<file path="config.mk">
export PLATFORM = sky130hd
export DESIGN_NAME = demux4_1_seq_flat
export DESIGN_NICKNAME = d
export VERILOG_FILES = /design/src/rtl/demux4_1_seq_if.sv /design/src/rtl/demux4_1_seq.sv /design/src/flat_wrapper.sv
export SDC_FILE = /design/constraint.sdc
export NUM_CORES = 1
export LEC_CHECK = 0
export CAP_MARGIN = 20
export CORE_AREA = 5 5 42 44
export DETAILED_ROUTE_END_ITERATION = 12
export DIE_AREA = 0 0 47 49
export PLACE_DENSITY = 0.67
export SLEW_MARGIN = 20
export SYNTH_ARGS = -nofsm -noshare
export SYNTH_HDL_FRONTEND = slang
export SYNTH_SLANG_ARGS = --single-unit
</file>
<file path="constraint.sdc">
create_clock -name clk -period 1.1 [get_ports clk]
set_input_delay 0.275 -clock clk [delete_from_list [all_inputs] [get_ports clk]]
set_output_delay 0.275 -clock clk [all_outputs]
set_load 0.005 [all_outputs]
</file>
<file path="src/rtl/demux4_1_seq_if.sv">
// demux4_1_seq_if: control, serial input and reconstructed-word bundle for demux4_1_seq
interface demux4_1_seq_if;
  logic start;
  logic en;
  logic d;
  logic s1;
  logic s0;
  logic [3:0] q;
  logic valid;
  logic busy;
  modport master(output start, en, d, input s1, s0, q, valid, busy);
  modport slave(input start, en, d, output s1, s0, q, valid, busy);
endinterface

</file>
<file path="src/rtl/demux4_1_seq.sv">
// demux4_1_seq: steps the 4:1 mux selects and reassembles the sampled lanes into an atomic word
module demux4_1_seq #(
  parameter bit CONTINUOUS = 1'b0
) (
  input logic clk,
  input logic rst,
  demux4_1_seq_if.slave bus
);
  typedef enum logic {IDLE, SCAN} state_t;
  state_t state, state_n;
  logic [1:0] sel, sel_n;
  logic [2:0] shadow, shadow_n;
  logic [3:0] q, q_n;
  logic valid, valid_n;
  always_ff @(posedge clk)
    if (rst) begin
      state <= IDLE;
      sel <= '0;
      shadow <= '0;
      q <= '0;
      valid <= 1'b0;
    end else begin
      state <= state_n;
      sel <= sel_n;
      shadow <= shadow_n;
      q <= q_n;
      valid <= valid_n;
    end
  // lanes 0..2 park in shadow; lane 3 is taken straight from d so q updates in one edge
  always_comb begin
    state_n = state;
    sel_n = sel;
    shadow_n = shadow;
    q_n = q;
    valid_n = 1'b0;
    if (state == IDLE) begin
      if (bus.start) begin
        state_n = SCAN;
        sel_n = 2'd0;
      end
    end else if (bus.en) begin
      sel_n = sel + 2'd1;
      if (sel != 2'd3) shadow_n[sel] = bus.d;
      else begin
        q_n = {bus.d, shadow};
        valid_n = 1'b1;
        state_n = (CONTINUOUS || bus.start) ? SCAN : IDLE;
      end
    end
  end
  assign bus.s1 = sel[1];
  assign bus.s0 = sel[0];
  assign bus.q = q;
  assign bus.valid = valid;
  assign bus.busy = (state == SCAN);
endmodule

</file>
<file path="src/flat_wrapper.sv">
// flat-port wrapper written by rule: the top's interface ports become plain ports
module demux4_1_seq_flat 
#(
  parameter bit CONTINUOUS = 1'b0
)
  (clk, rst, bus_start, bus_en, bus_d, bus_s1, bus_s0, bus_q, bus_valid, bus_busy);
  demux4_1_seq_if bus_i ();
  input logic clk;
  input logic rst;
  input wire logic [$bits(bus_i.start)-1:0] bus_start;
  input wire logic [$bits(bus_i.en)-1:0] bus_en;
  input wire logic [$bits(bus_i.d)-1:0] bus_d;
  output wire logic [$bits(bus_i.s1)-1:0] bus_s1;
  output wire logic [$bits(bus_i.s0)-1:0] bus_s0;
  output wire logic [$bits(bus_i.q)-1:0] bus_q;
  output wire logic [$bits(bus_i.valid)-1:0] bus_valid;
  output wire logic [$bits(bus_i.busy)-1:0] bus_busy;
  assign bus_i.start = bus_start;
  assign bus_i.en = bus_en;
  assign bus_i.d = bus_d;
  assign bus_s1 = bus_i.s1;
  assign bus_s0 = bus_i.s0;
  assign bus_q = bus_i.q;
  assign bus_valid = bus_i.valid;
  assign bus_busy = bus_i.busy;
  demux4_1_seq #(.CONTINUOUS(CONTINUOUS)) u_core (.clk(clk), .rst(rst), .bus(bus_i));
endmodule
</file>
Word-level counts from Yosys, hierarchy flattened --
Cells that the tools add are included.
Cells by class: $add $sub $neg 1, $lt $le $gt $ge 2, eq/ne operators 2, mux-type cells 11, bitwise operators 3, reductions and logical operators 6
Operators with widths (count):
- $mux W1 | 6
- $mux W2 | 3
- $reduce_and A3 Y1 | 2
- $ne A2 B2 Y1 const B | 2
- $bwmux W3 | 1
- $lt A2 B3 Y1 const B | 1
- $not A1 Y1 | 3
- $reduce_or A3 Y1 | 1
- $add A2 B1 Y2 const B | 1
- $demux W1 S2 | 1
- $ge A2 B1 Y1 const B | 1
- $reduce_and A2 Y1 | 1
- $reduce_bool A2 Y1 | 1
- $logic_and A1 B1 Y1 | 1
Storage, ports and cells: bits in registers 11

Logic depth before layout (Yosys ltp) --
depth after elaboration 5, gate-level depth with buffers 4, gate-level depth less buffers 4

Least setup slack after synthesis --
OpenSTA, ideal clock, no wires.
kind reg2reg, from register u_core.sel[0], to register u_core.sel[1], arrival 0.925 ns, data required time 0.977 ns, setup slack 0.052 ns, cell stages (with the launch flop) 5, cells stage by stage dfxtp_1 inv_1 ha_1 nand2b_1 o32ai_2
On the way: longest elaborated chain between the ends 3
RTL lines:
- start, declared | RTL line demux4_1_seq.sv:11 | logic [1:0] sel, sel_n;
- start signal, assigned | RTL line demux4_1_seq.sv:24 | sel <= sel_n;
- $add A2 B1 Y2 | RTL line demux4_1_seq.sv:42 | sel_n = sel + 2'd1;
- $mux W2 | RTL line demux4_1_seq.sv:41 | end else if (bus.en) begin
- $mux W2 | RTL line demux4_1_seq.sv:36 | if (state == IDLE) begin
No other way between the ends. The select of a mux whose other input is x is not followed. A chain may end at the register's enable or synchronous reset.

Worst setup path after layout --
from register u_core.state (netlist: u_core.bus.busy), to register u_core.sel[1]
On the way: longest elaborated chain between the ends 2, elaborated cells between the ends (all ways) 4
RTL lines:
- start, declared | RTL line demux4_1_seq.sv:10 | state_t state, state_n;
- start signal, assigned | RTL line demux4_1_seq.sv:23 | state <= state_n;
- $ne A2 B2 Y1 (no source line) / $reduce_bool A2 Y1 (equally long branches)
- $reduce_and A2 Y1 (no source line)
Several ways; a longest one is shown, not always the timed one.

==> metrics.md <==
| Metric | Value |
|---|---|
| Pre-CTS setup slack | -0.246 ns |
| FF-to-FF setup slack | roughly 0.035 ns |
| Skew final | between 0.007 and 0.008 ns |
| Worst hold slack | 0.475 ns |
| Drt via density | ~4.8 |
| H-tree depth | 1 |
| Initial Util | 39.5% |
| CP max stage delay | roughly 0.33 ns |
| Number of diodes | 0 |
| Setup crit start kind | flop |
| Crit path time final | 1.07 ns |
| Final count of hold timing violations | 0 |
| # setup viols final | 0 |
| Synth Warn # | 0 |
| Fin nets | 82 |
| Syn_nets | 58 |
| RSZ-0062 raised after global routing | no |
| GRT Overall Usage | 11.0% |
| Power per cell area | 958 nW/um^2 |
| Core area | 1400 um^2 |
| Initial DRC count | 0 |
| Critical path's slowest cell | dfxtp_2 |
| Post-synth EDFFs | 0 |
| Largest net degree at the start of global routing | 9 |
| Fmax | 0.939 GHz |
| DRC Markers | 0 |
| Wire length per cell | 12.2 um |
| Final Max Tran Viols | 0 |
| Worst-Margin Slew | 0.177 ns |
| Area of the die | about 2300 um^2 |
| Cell Count Post-Placement | 82 |
| 1st-pass router iterations | 1 |
| Detailed Route WL | 1.06 mm |
| WS Path Type | reg -> reg |
| Post-route ant nets | 0 |
| DIE HEIGHT | between 40 and 50 um |
| Vias in the first global route | 419 |
| First-pass GRT wire length | 1.81 mm |
| Max_cap viols | 0 |
| Post-synth ARST share | 0% |
| Top Ports | 13 |
| Top cells by count, synth | dfxtp_1 (11), nand2b_1 (9), mux2i_1 (7) |
| Critical path endpoint category | flop |
| Largest cells by area after synthesis | dfxtp_1 (40%), mux2i_1 (13%), ha_1 (11%), nand2b_1 (10%), nand4b_1 (4.8%) |
| Initial antenna violation count | 0 |
| Non-Filler Instances | 87 |
| Synth-to-layout area growth | 50.5% |
| Cell family with most CP delay | flip-flops |
| # clock sinks | 11 |
| Count of cell types in the netlist | 17 |
| Crit path max fanout | 8 |
| Synth area leader | dfxtp_1 |
| Critical Path AT | 1.24 ns |
| Crit path buf inv count | 1 |
| Post-synthesis sequential area ratio | 39.8% |
| Maximum buffer depth of the clock tree | 2 |
| CTS tree | built |
| HP Class | reg -> reg |
| Rel. slew slack | 88.2% |
| Critical Path RT | 1.27 ns |
| Detailed-route via count | about 420 |
| GPL Wtd Cong | 0.728 |
| Final global-route overflow total | 0 |
| Leakage power | between 0.3 and 0.4 nW |
| DP HPWL | 825 um |
| Max rail drop VDD | roughly 0.00063 V |
| Syn_area_per_cell | 11.5 um^2 |
| Cell with the most instances after synthesis | dfxtp_1 |
| Register bit total from synthesis | 11 |
| Share of cells above drive strength 1 | 56.3% |
| Synth Instances | 48 |
| Final clock period utilization by the worst path | 96.8% |
| Final worst slack | 0.0347 ns |
| Post-route total power | 0.797 mW |
| Clock latency on the worst-skew pair | around 0.27 ns |
| Ys flop type | dfxtp_1 |
| Die extent in x | 47 um |
| CTS buffer count | 3 |
| Worst-path clk slew | 0.07 ns |
| Fillers | 135 |
| Std-Cell Rows | 14 |
| Top cell type's share of synthesized area | 39.8% |
| Status | finished, final reports clean |
| IO buf count | 12 |
| Worst path cell trace | buf_6 > mux2_4 > o32ai_2 |
| Clock Tree Root | clkbuf_4 |
| Synthesized area | 553 um^2 |
[sequential cells by signal, indices dropped and copies added, names as in the netlist]
register	flops
u_core.bus.busy	1
u_core.sel	2
u_core.shadow	3
u_core.bus.q	4
u_core.bus.valid	1
[worst min-delay path: cells and delay by family, from the launching register on]
kind / cells / cell delay [ns]
DFF: 1 / 0.30
muxes: 1 / 0.07
and+or+nand+nor: 1 / 0.08
[power breakdown]
group          switching, mW  internal (mW)  leakage [nW]  total (mW)
registers            0.00542          0.406        0.0923       0.411
clock network          0.132          0.134        0.0177       0.267
logic                 0.0512         0.0675         0.256       0.119
[layer usage]
metal / track usage (%) / up-vias / share of wire, %
li1: - / 215 / -
met1: 13.1 / 189 / 41
met2: 16.7 / 12 / 50
met3: 4.06 / 2 / 8.5
met4: 5.53 / 0 / 0.94
met5: 0 / - / 0
[layout make-up]
type                            count  area (um^2)  share of cell area (%)
Multi-Input combinational cell     33          377                    45.3
Sequential cell                    11          229                    27.5
Timing Repair Buffer               21          164                    19.7
Clock buffer                        3         22.5                    2.71
Tap cell                           16         20.0                    2.41
Inverter                            2         15.0                    1.80
Clock inverter                      1         5.00                   0.602
[per-stage QoR]
stage | util [%] | area [um^2] | setup TNS, ns
final | 59.4 | 832 | 0
after global routing | 59.4 | 832 | 0
after CTS | 60.2 | 843 | -0.0189
after detailed placement | 52.6 | 737 | -2.42
after global placement | 52.6 | 737 | -2.19
after floorplan | - | 553 | 0
[cells by family after synthesis]
family	synth area share, %
and+or+nand+nor	20.8
AOI/OAI and AO/OA	8.37
adders and majority gates	11.3
DFF	39.8
buffers and inverters	4.30
muxes	15.4
[path summary, 6_finish.rpt]
path                                        to                           from  cells after the start
hold reg to reg   u_core.bus.q[2]$_SDFFE_PP0P_  u_core.shadow[2]$_SDFFE_PP0P_                      2
setup / recovery    u_core.sel[1]$_SDFFE_PP0P_     u_core.bus.busy$_SDFF_PP0_                      3
hold / removal    u_core.bus.q[2]$_SDFFE_PP0P_  u_core.shadow[2]$_SDFFE_PP0P_                      2
setup reg to reg    u_core.sel[1]$_SDFFE_PP0P_     u_core.bus.busy$_SDFF_PP0_                      3
[timing repair]
action                     4_1_cts  5_1_grt
cloned                           0        0
hold buffers                     0        0
pin swaps                        2        2
buffers inserted                 1        1
gates resized for setup         37       13
setup endpoints to repair       17       14
[placed cells by master, fill, tap and decap left out, drive strengths merged, types with 2 or more instances in the layout]
cell           instances
buf                    9
clkbuf                10
clkdlybuf4s50          4
dfxtp                 11
ha                     5
inv                    2
mux2i                  7
nand2b                 9
nand4b                 3
Note: power is estimated with default switching activity, not from simulation.
